**src/rtl/cnn_stream_pkg.sv**
```systemverilog
// Shared lane definitions for the CNN stream fan-out/collect blocks.
// One-hot lane constants keep select and tag encodings identical on both sides.
package cnn_stream_pkg;

    localparam int LANES = 4;

    typedef logic [LANES-1:0] lane_vec_t;

    localparam lane_vec_t LANE1 = 4'b0001;
    localparam lane_vec_t LANE2 = 4'b0010;
    localparam lane_vec_t LANE3 = 4'b0100;
    localparam lane_vec_t LANE4 = 4'b1000;

    // Index of the set bit in a one-hot lane vector; an empty vector maps to
    // lane 4 so that scanning resumes at lane 1.
    function automatic logic [1:0] lane_index(input lane_vec_t onehot);
        lane_index = 2'd3;
        for (int i = 0; i < LANES; i++) begin
            if (onehot[i]) begin
                lane_index = 2'(i);
            end
        end
    endfunction

endpackage

```
**src/rtl/rr_arbiter4.sv**
```systemverilog
// Combinational 4-way round-robin arbiter: first requester at or after the
// lane following the last grant wins.
module rr_arbiter4
    import cnn_stream_pkg::*;
(
    input  lane_vec_t req,
    input  lane_vec_t last_grant,
    output lane_vec_t grant
);

    logic [1:0] start_idx;
    logic [1:0] scan_idx;
    logic       found;

    always_comb begin
        grant     = '0;
        found     = 1'b0;
        scan_idx  = '0;
        start_idx = lane_index(last_grant) + 2'd1;
        for (int k = 0; k < LANES; k++) begin
            scan_idx = start_idx + 2'(k);
            if (!found && req[scan_idx]) begin
                grant[scan_idx] = 1'b1;
                found           = 1'b1;
            end
        end
    end

endmodule

```
**src/rtl/stream_mux4_1.sv**
```systemverilog
// Four-lane to one stream collector: round-robin pick, registered beat with a
// one-hot source tag, and a running count of accepted beats.
module stream_mux4_1
    import cnn_stream_pkg::*;
#(
    parameter int size  = 16,
    parameter int cnt_w = 16
) (
    input  logic              clk,
    input  logic              reset,
    input  logic [3:0]        in_valid,
    input  logic [size-1:0]   in_data1,
    input  logic [size-1:0]   in_data2,
    input  logic [size-1:0]   in_data3,
    input  logic [size-1:0]   in_data4,
    output logic [3:0]        in_ready,
    output logic              out_valid,
    output logic [size-1:0]   out_data,
    output logic [3:0]        out_sel,
    input  logic              out_ready,
    output logic [cnt_w-1:0]  beat_count
);

    logic [size-1:0]  lane_data [LANES];
    logic [size-1:0]  mux_data;
    lane_vec_t        grant;
    lane_vec_t        last_grant;
    logic             load;

    logic             vld_p0;
    logic [size-1:0]  data_p0;
    lane_vec_t        sel_p0;
    logic [cnt_w-1:0] count;

    assign lane_data[0] = in_data1;
    assign lane_data[1] = in_data2;
    assign lane_data[2] = in_data3;
    assign lane_data[3] = in_data4;

    // Reset blocks loading so no lane sees ready while the block is held.
    assign load     = !reset && (!vld_p0 || out_ready);
    assign in_ready = load ? grant : '0;

    rr_arbiter4 u_arb (
        .req        (in_valid),
        .last_grant (last_grant),
        .grant      (grant)
    );

    always_comb begin
        mux_data = '0;
        for (int i = 0; i < LANES; i++) begin
            mux_data = mux_data | ({size{grant[i]}} & lane_data[i]);
        end
    end

    // Stage p0: output register, pointer and beat counter
    always_ff @(posedge clk) begin
        if (reset) begin
            vld_p0     <= 1'b0;
            data_p0    <= '0;
            sel_p0     <= '0;
            last_grant <= LANE4;
            count      <= '0;
        end else if (load) begin
            if (|grant) begin
                vld_p0     <= 1'b1;
                data_p0    <= mux_data;
                sel_p0     <= grant;
                last_grant <= grant;
                count      <= count + 1'b1;
            end else begin
                vld_p0 <= 1'b0;
            end
        end
    end

    assign out_valid  = vld_p0;
    assign out_data   = data_p0;
    assign out_sel    = sel_p0;
    assign beat_count = count;

endmodule
```
**config.mk**
```make
export PLATFORM = sky130hd
export DESIGN_NAME = stream_mux4_1
export DESIGN_NICKNAME = d
export VERILOG_FILES = /design/src/rtl/cnn_stream_pkg.sv /design/src/rtl/rr_arbiter4.sv /design/src/rtl/stream_mux4_1.sv
export SDC_FILE = /design/constraint.sdc
export NUM_CORES = 1
export LEC_CHECK = 0
export ABC_CLOCK_PERIOD_IN_PS = 6900
export CAP_MARGIN = 20
export CORE_ASPECT_RATIO = 1.4
export CORE_MARGIN = 5
export CORE_UTILIZATION = 40
export DETAILED_ROUTE_END_ITERATION = 12
export GPL_TIMING_DRIVEN = 0
export HOLD_SLACK_MARGIN = 0.03
export PLACE_DENSITY = 0.84
export SYNTH_ARGS = -nofsm -noshare
export SYNTH_HDL_FRONTEND = slang
export SYNTH_HIERARCHICAL = 1
export SYNTH_SLANG_ARGS = --single-unit
export TNS_END_PERCENT = 1
```
**constraint.sdc**
```tcl
create_clock -name clk -period 6.9 [get_ports clk]
set_input_delay 1.38 -clock clk [delete_from_list [all_inputs] [get_ports clk]]
set_output_delay 1.38 -clock clk [all_outputs]
set_load 0.01 [all_outputs]
```
---- Word level (Yosys, flattened, before mapping) ----
Index checks and enable logic that the tools add are counted.
operators by class
  add/subtract/negate cells ............... 5
  magnitude comparators ................... 8
  mux-type cells .......................... 29
  bitwise logic cells ..................... 10
  reduce and logical (&&, ||, !) cells .... 16
operators by type and width
  kind                                                                                 count
  16-bit AND                                                                           4
  16-bit OR                                                                            3
  4-bit 2-to-1 mux                                                                     5
  16-bit by 1-bit adder with 16-bit output, second input constant                      1
  2-bit by 3-bit < comparator with 1-bit output, second input constant                 4
  1-bit 2-to-1 mux                                                                     12
  4-bit OR                                                                             3
  1-bit binary-select mux with 2-bit select                                            4
  1-bit demux with 2-bit select                                                        4
  2-bit by 1-bit greater-or-equal comparator with 1-bit output, second input constant  4
  1-bit logical AND                                                                    8
  2-bit 2-to-1 mux                                                                     4
  1-bit zero test                                                                      5
  2-bit by 1-bit adder with 2-bit output, second input constant                        2
  2-bit adder, second input constant                                                   2
  4-bit OR reduction                                                                   1
  2-bit AND reduction                                                                  1
  1-bit logical OR                                                                     1
word-level totals
  flip-flop bits (word level) ............. 41
  bits of input ports ..................... 71

---- Longest topological paths before layout ----
Gate-level depths: netlist of the first run.
  word-level depth ........................ 21
  depth in mapped cells ................... 17

---- Modules after synthesis ----
Netlist of the first run, hierarchy kept.
modules (own cells, without submodules)
  module         instances  cells each  area each (µm²)
  stream_mux4_1  1          206         1,884.3
  rr_arbiter4    1          54          404.1

---- Worst setup path after synthesis of the first run ----
No wires, ideal clock.
  path kind ............................... input to output
  start ................................... in in_valid[2]
  end ..................................... out in_ready[2]
  arrival ................................. 2,852 ps
  data required time ...................... 5,520 ps
  setup slack ............................. 2,668 ps
  cell stages on the path ................. 7
  path buffers ............................ 2
  cells stage by stage .................... buf_1 -> or4b_2 -> o21ai_0 -> a32o_1 -> a211o_1 -> buf_4 -> and3_1
between the ends
  cells in the longest elaborated chain, start to end .. 13
  elaborated cells on any way between the ends .. 25
  classes of those cells .................. mux (16); bitwise (3); reduce/logical (6)
ends and longest elaborated chain
  item                                       RTL line             text
  from (decl)                                stream_mux4_1.sv:11  input logic [3:0] in_valid,
  1-bit binary-select mux with 2-bit select  rr_arbiter4.sv:22    if (!found && req[scan_idx]) begin
  1-bit 2-to-1 mux (implied by the code)     rr_arbiter4.sv:22
  1-bit 2-to-1 mux                           rr_arbiter4.sv:22
  1-bit zero test                            rr_arbiter4.sv:22
  1-bit logical AND                          rr_arbiter4.sv:22
  1-bit 2-to-1 mux                           rr_arbiter4.sv:22
  1-bit zero test                            rr_arbiter4.sv:22
  1-bit logical AND                          rr_arbiter4.sv:22
  1-bit 2-to-1 mux                           rr_arbiter4.sv:22
  1-bit zero test                            rr_arbiter4.sv:22
  1-bit logical AND                          rr_arbiter4.sv:22
  4-bit 2-to-1 mux (*)                       rr_arbiter4.sv:22
  via grant[2]                               stream_mux4_1.sv:26  lane_vec_t grant;
  4-bit 2-to-1 mux (*)                       stream_mux4_1.sv:42  assign in_ready = load ? grant : '0;
  to (decl)                                  stream_mux4_1.sv:16  output logic [3:0] in_ready,
Mark *: on every way through the listed nets, which the timed path passes. The rest lies on a longest branch. The select of a mux whose other input is x is not followed.

---- Worst setup path in the final report of the first run ----
  start ................................... in in_valid[0]
  end ..................................... out in_ready[2]
The elaborated chain is that of the path after synthesis.

==> flow_metrics.env, run 1 <==
export IMPL_status="finished clean"
export IMPL_synth_avg_cell_area_um2=8.802
export IMPL_hold_viol_final=0
export IMPL_min_to="out_sel[3]"
export IMPL_n_antenna_cell=0
export IMPL_clock_sinks=38
export IMPL_crit_fanout=10
export IMPL_ant_nets=0
export IMPL_r2r_end="out_data[9]"
export IMPL_yosysSeqAreaShare=0.3324
export IMPL_synth_cell_types=49
export IMPL_synth_area_um2=2288
export IMPL_wirelength_um=7563
export IMPL_fin_area_um2=3541
export IMPL_syn_inst=260
export IMPL_fin_crit_sh=0.7693
export IMPL_fin_worst_skew_ps=4.418
export IMPL_cts_root_buffer_cell="clkbuf_8"
export IMPL_worst_pin_slew_ps=539.4
export IMPL_slowest_delay_ps=700
export IMPL_insertion_delay_ps=290
export IMPL_fin_nets=454
export IMPL_reg2reg_depth=16
export IMPL_multiInputGateArea_um2=1363
export IMPL_cts_tree="yes"
export IMPL_synth_seq_cells=38
export IMPL_hold_class="flip-flop to flip-flop"
export IMPL_ir_worst_vdd_uv=161.5
export IMPL_coreArea_um2=5525
export IMPL_worstSetupPathType="input port to output port"
export IMPL_avgViaCountPerCell=5.718
export IMPL_htreeDepth=2
export IMPL_post_cts_setup_buffer_count=0
export IMPL_grt_pass1_wl_um=12110
export IMPL_layout_drive_gt1_share=0.08245
export IMPL_grt_pass1_vias=2550
export IMPL_seqCellArea_um2=760.7
export IMPL_cpMostUsedCell="clkdlybuf4s50_1"
export IMPL_synth_warnings=6
export IMPL_initial_core_util=0.4142
export IMPL_r2r_setup_slack_ps=2950
export IMPL_setup_tns_ps=0
export IMPL_r2r_start="last_grant[0]"
export IMPL_drv_cap=0
export IMPL_gp_congestion=0.8202
export IMPL_fmax_ghz=0.1884
export IMPL_die_h_um=99.50
export IMPL_end_kind="output port"
export IMPL_drv_slew=0
export IMPL_cts_resized_gates=0
export IMPL_worst_ep_arrival_time_ps=3930
export IMPL_cts_hold_buffers=0
export IMPL_io_pins=112
export IMPL_cp_required_ps=5520
export IMPL_port_buffers=109
export IMPL_cts_buffer_depth=2
export IMPL_rsz0062_at_grt="false"
export IMPL_min_path_cells=1
export IMPL_numCtsBuffers=5
export IMPL_setup_violations=0
export IMPL_drt_iter0_markers=197
export IMPL_hp_start="out_sel[3]"
export IMPL_die_w_um=73.93
export IMPL_grt_remaining_overflow=0
export IMPL_synth_edf_count=0
export IMPL_start_kind="input port"
export IMPL_power_per_cell_area_nw_per_um2=346.1
export IMPL_antenna_found_initial=0
export IMPL_dr_pass1_iters=4
export IMPL_grt_total_usage=0.2058
export IMPL_clkTransAtPathRegs_ps=70
export IMPL_area_growth_pct=54.73
export IMPL_drc_errors=0
export IMPL_slowest_stage="or4b_2"
export IMPL_synth_flop_cell="dfxtp_1"
export IMPL_async_flop_share=0
export IMPL_fillers=500
export IMPL_dp_hpwl_um=5960
export IMPL_cp_cell_sequence="clkdlybuf4s50_1 > or4b_2 > o21ai_0 > a32o_1 > a211o_1 > buf_4 > and3_1 > clkdlybuf4s50_1"
export IMPL_period_needed_ps=5308
export IMPL_place_area_um2=3465
export IMPL_leakagePower_nw=1.293
export IMPL_relSlewSlack=0.6384
export IMPL_dr_total_vias=2539
export IMPL_wl_per_cell_um=17.03
export IMPL_rows=32
export IMPL_grt_max_degree=11
export IMPL_dieArea_um2=7355
export IMPL_syn_nets=338
synth_stat cells (3+ instances only):
library cell | count | area share
a21o_1 | 4 | 0.013
nor4_1 | 3 | 0.0082
dfxtp_1 | 38 | 0.33
a221o_1 | 3 | 0.013
nand2_1 | 15 | 0.025
or3_1 | 4 | 0.011
xnor2_1 | 3 | 0.011
buf_2 | 5 | 0.011
a22oi_1 | 33 | 0.11
ha_1 | 7 | 0.038
nand2b_1 | 3 | 0.0082
a311oi_1 | 16 | 0.061
buf_4 | 4 | 0.013
nor2_1 | 29 | 0.048
buf_6 | 5 | 0.025
clkbuf_1 | 8 | 0.013
mux2i_1 | 3 | 0.013
inv_1 | 4 | 0.0066
and3_1 | 6 | 0.016
a21oi_1 | 11 | 0.024
nand3_1 | 5 | 0.011
or4_1 | 6 | 0.020
o21ai_0 | 7 | 0.015
o31ai_1 | 6 | 0.020
layer usage:
| metal | up-vias | track usage | part of all wire |
|---|---|---|---|
| met4 | 0 | 0.08089 | 0.034 |
| li1 | 1239 | - | - |
| met1 | 1186 | 0.2492 | 0.39 |
| met3 | 20 | 0.03539 | 0.066 |
| met2 | 94 | 0.3531 | 0.51 |
| met5 | - | 0 | 0 |
report_power, final:
group          internal (W)  leakage (nW)  total [W]  switching (W)
sequential         0.000286         0.311   0.000329      0.0000422
combinational      0.000367         0.944   0.000753       0.000386
clock             0.0000696        0.0383   0.000144      0.0000741
how the worst max path moves through the flow:
stage / endpoint / slack (ps) / start
after global routing: in_ready[0] / 1430 / in_valid[3]
final: in_ready[2] / 1590 / in_valid[0]
after global placement: in_ready[2] / 1630 / in_valid[0]
after CTS: in_ready[2] / 1590 / in_valid[0]
after detailed placement: in_ready[2] / 1610 / in_valid[0]
after floorplan: in_ready[2] / 2670 / in_valid[2]
layout by cell type (no fill, tap or decap), types with 2 or more instances in the layout:
cell type,instances
mux2_2,2
nor2b_1,2
o31ai_1,6
a22oi_1,33
clkbuf_1,10
and4_1,2
a211o_1,2
nor2_1,29
mux2i_1,3
o21ai_1,2
nand2_1,15
ha_1,7
a21o_1,4
nand3_1,5
nor4_1,3
o41ai_1,2
buf_6,5
buf_4,4
or3_1,4
a21oi_1,11
or4_1,6
a311oi_1,16
inv_1,4
buf_2,5
dfxtp_1,38
a221o_1,3
o21ai_0,7
nand2b_1,3
xnor2_1,3
and3_1,6
o311ai_0,2
clkbuf_8,5
clkdlybuf4s50_1,109
cell type report:
cell class | instances | share of cell area
timing repair buffer | 109 | 0.3081
tap | 68 | 0.02403
clock buffer | 7 | 0.02155
multi-input combinational | 194 | 0.3848
inverter | 5 | 0.005654
sequential | 38 | 0.2148
buffer | 23 | 0.04099
registers in the layout, summed over array words and instances, names as in the netlist:
register    cells
out_sel         1
out_data       16
beat_count     16
out_valid       1
last_grant      4
critical path, delay by kind of cell:
family / cells / cell delay [ps]
buf+inv: 3 / 1250
compound gates: 3 / 390
simple gates: 2 / 910
stage by stage:
stage	power, W	instances	util	setup slack (ps)	hold WS, ps
2_1_floorplan	0.0007911	260	-	2668	450.3
3_3_place_gp	0.001070	437	0.6270	1634	435.4
3_5_place_dp	0.001085	437	0.6270	1609	454.4
4_1_cts	0.001231	444	0.6409	1593	470.8
5_1_grt	0.001313	444	0.6409	1434	492.9
6_report	0.001226	444	0.6409	1592	468.8
kinds of logic after synthesis:
logic type                 count (synthesis)  share of synthesized area
AOI/OAI and AO/OA                         93                     0.3034
adders and majority gates                  7                    0.03827
muxes                                      6                    0.03280
DFF                                       38                     0.3324
xor gates and xnor gates                   4                    0.01531
buffers and inverters                     28                    0.07216
and+or+nand+nor                           84                     0.2056
Power figures use the tool's default switching activity.
==> inputs of run 2 (changes only) <==
--- a/config.mk
+++ b/config.mk
@@ -5,7 +5,7 @@
 export SDC_FILE = /design/constraint.sdc
 export NUM_CORES = 1
 export LEC_CHECK = 0
-export ABC_CLOCK_PERIOD_IN_PS = 6900
+export ABC_CLOCK_PERIOD_IN_PS = 5550
 export CAP_MARGIN = 20
 export CORE_ASPECT_RATIO = 1.4
 export CORE_MARGIN = 5
==> constraint.sdc (replaced) <==
create_clock -name clk -period 5.55 [get_ports clk]
set_input_delay 1.11 -clock clk [delete_from_list [all_inputs] [get_ports clk]]
set_output_delay 1.11 -clock clk [all_outputs]
set_load 0.01 [all_outputs]
==> results of run 2 <==
The final DEF is identical to that of run 1. Status: finished clean.
Among the figures that moved: setup slack after placement 1609 ps -> 799.0 ps; setup slack after layout 1592 ps -> 697.0 ps; start point of the critical path in_valid[0] -> last_grant[0]; end point of the critical path in_ready[2] -> in_ready[0]; register-to-register setup slack 2950 ps -> 1600 ps; total power 0.001226 W -> 0.001524 W; worst IR drop on VDD 161.5 uV -> 200.8 uV
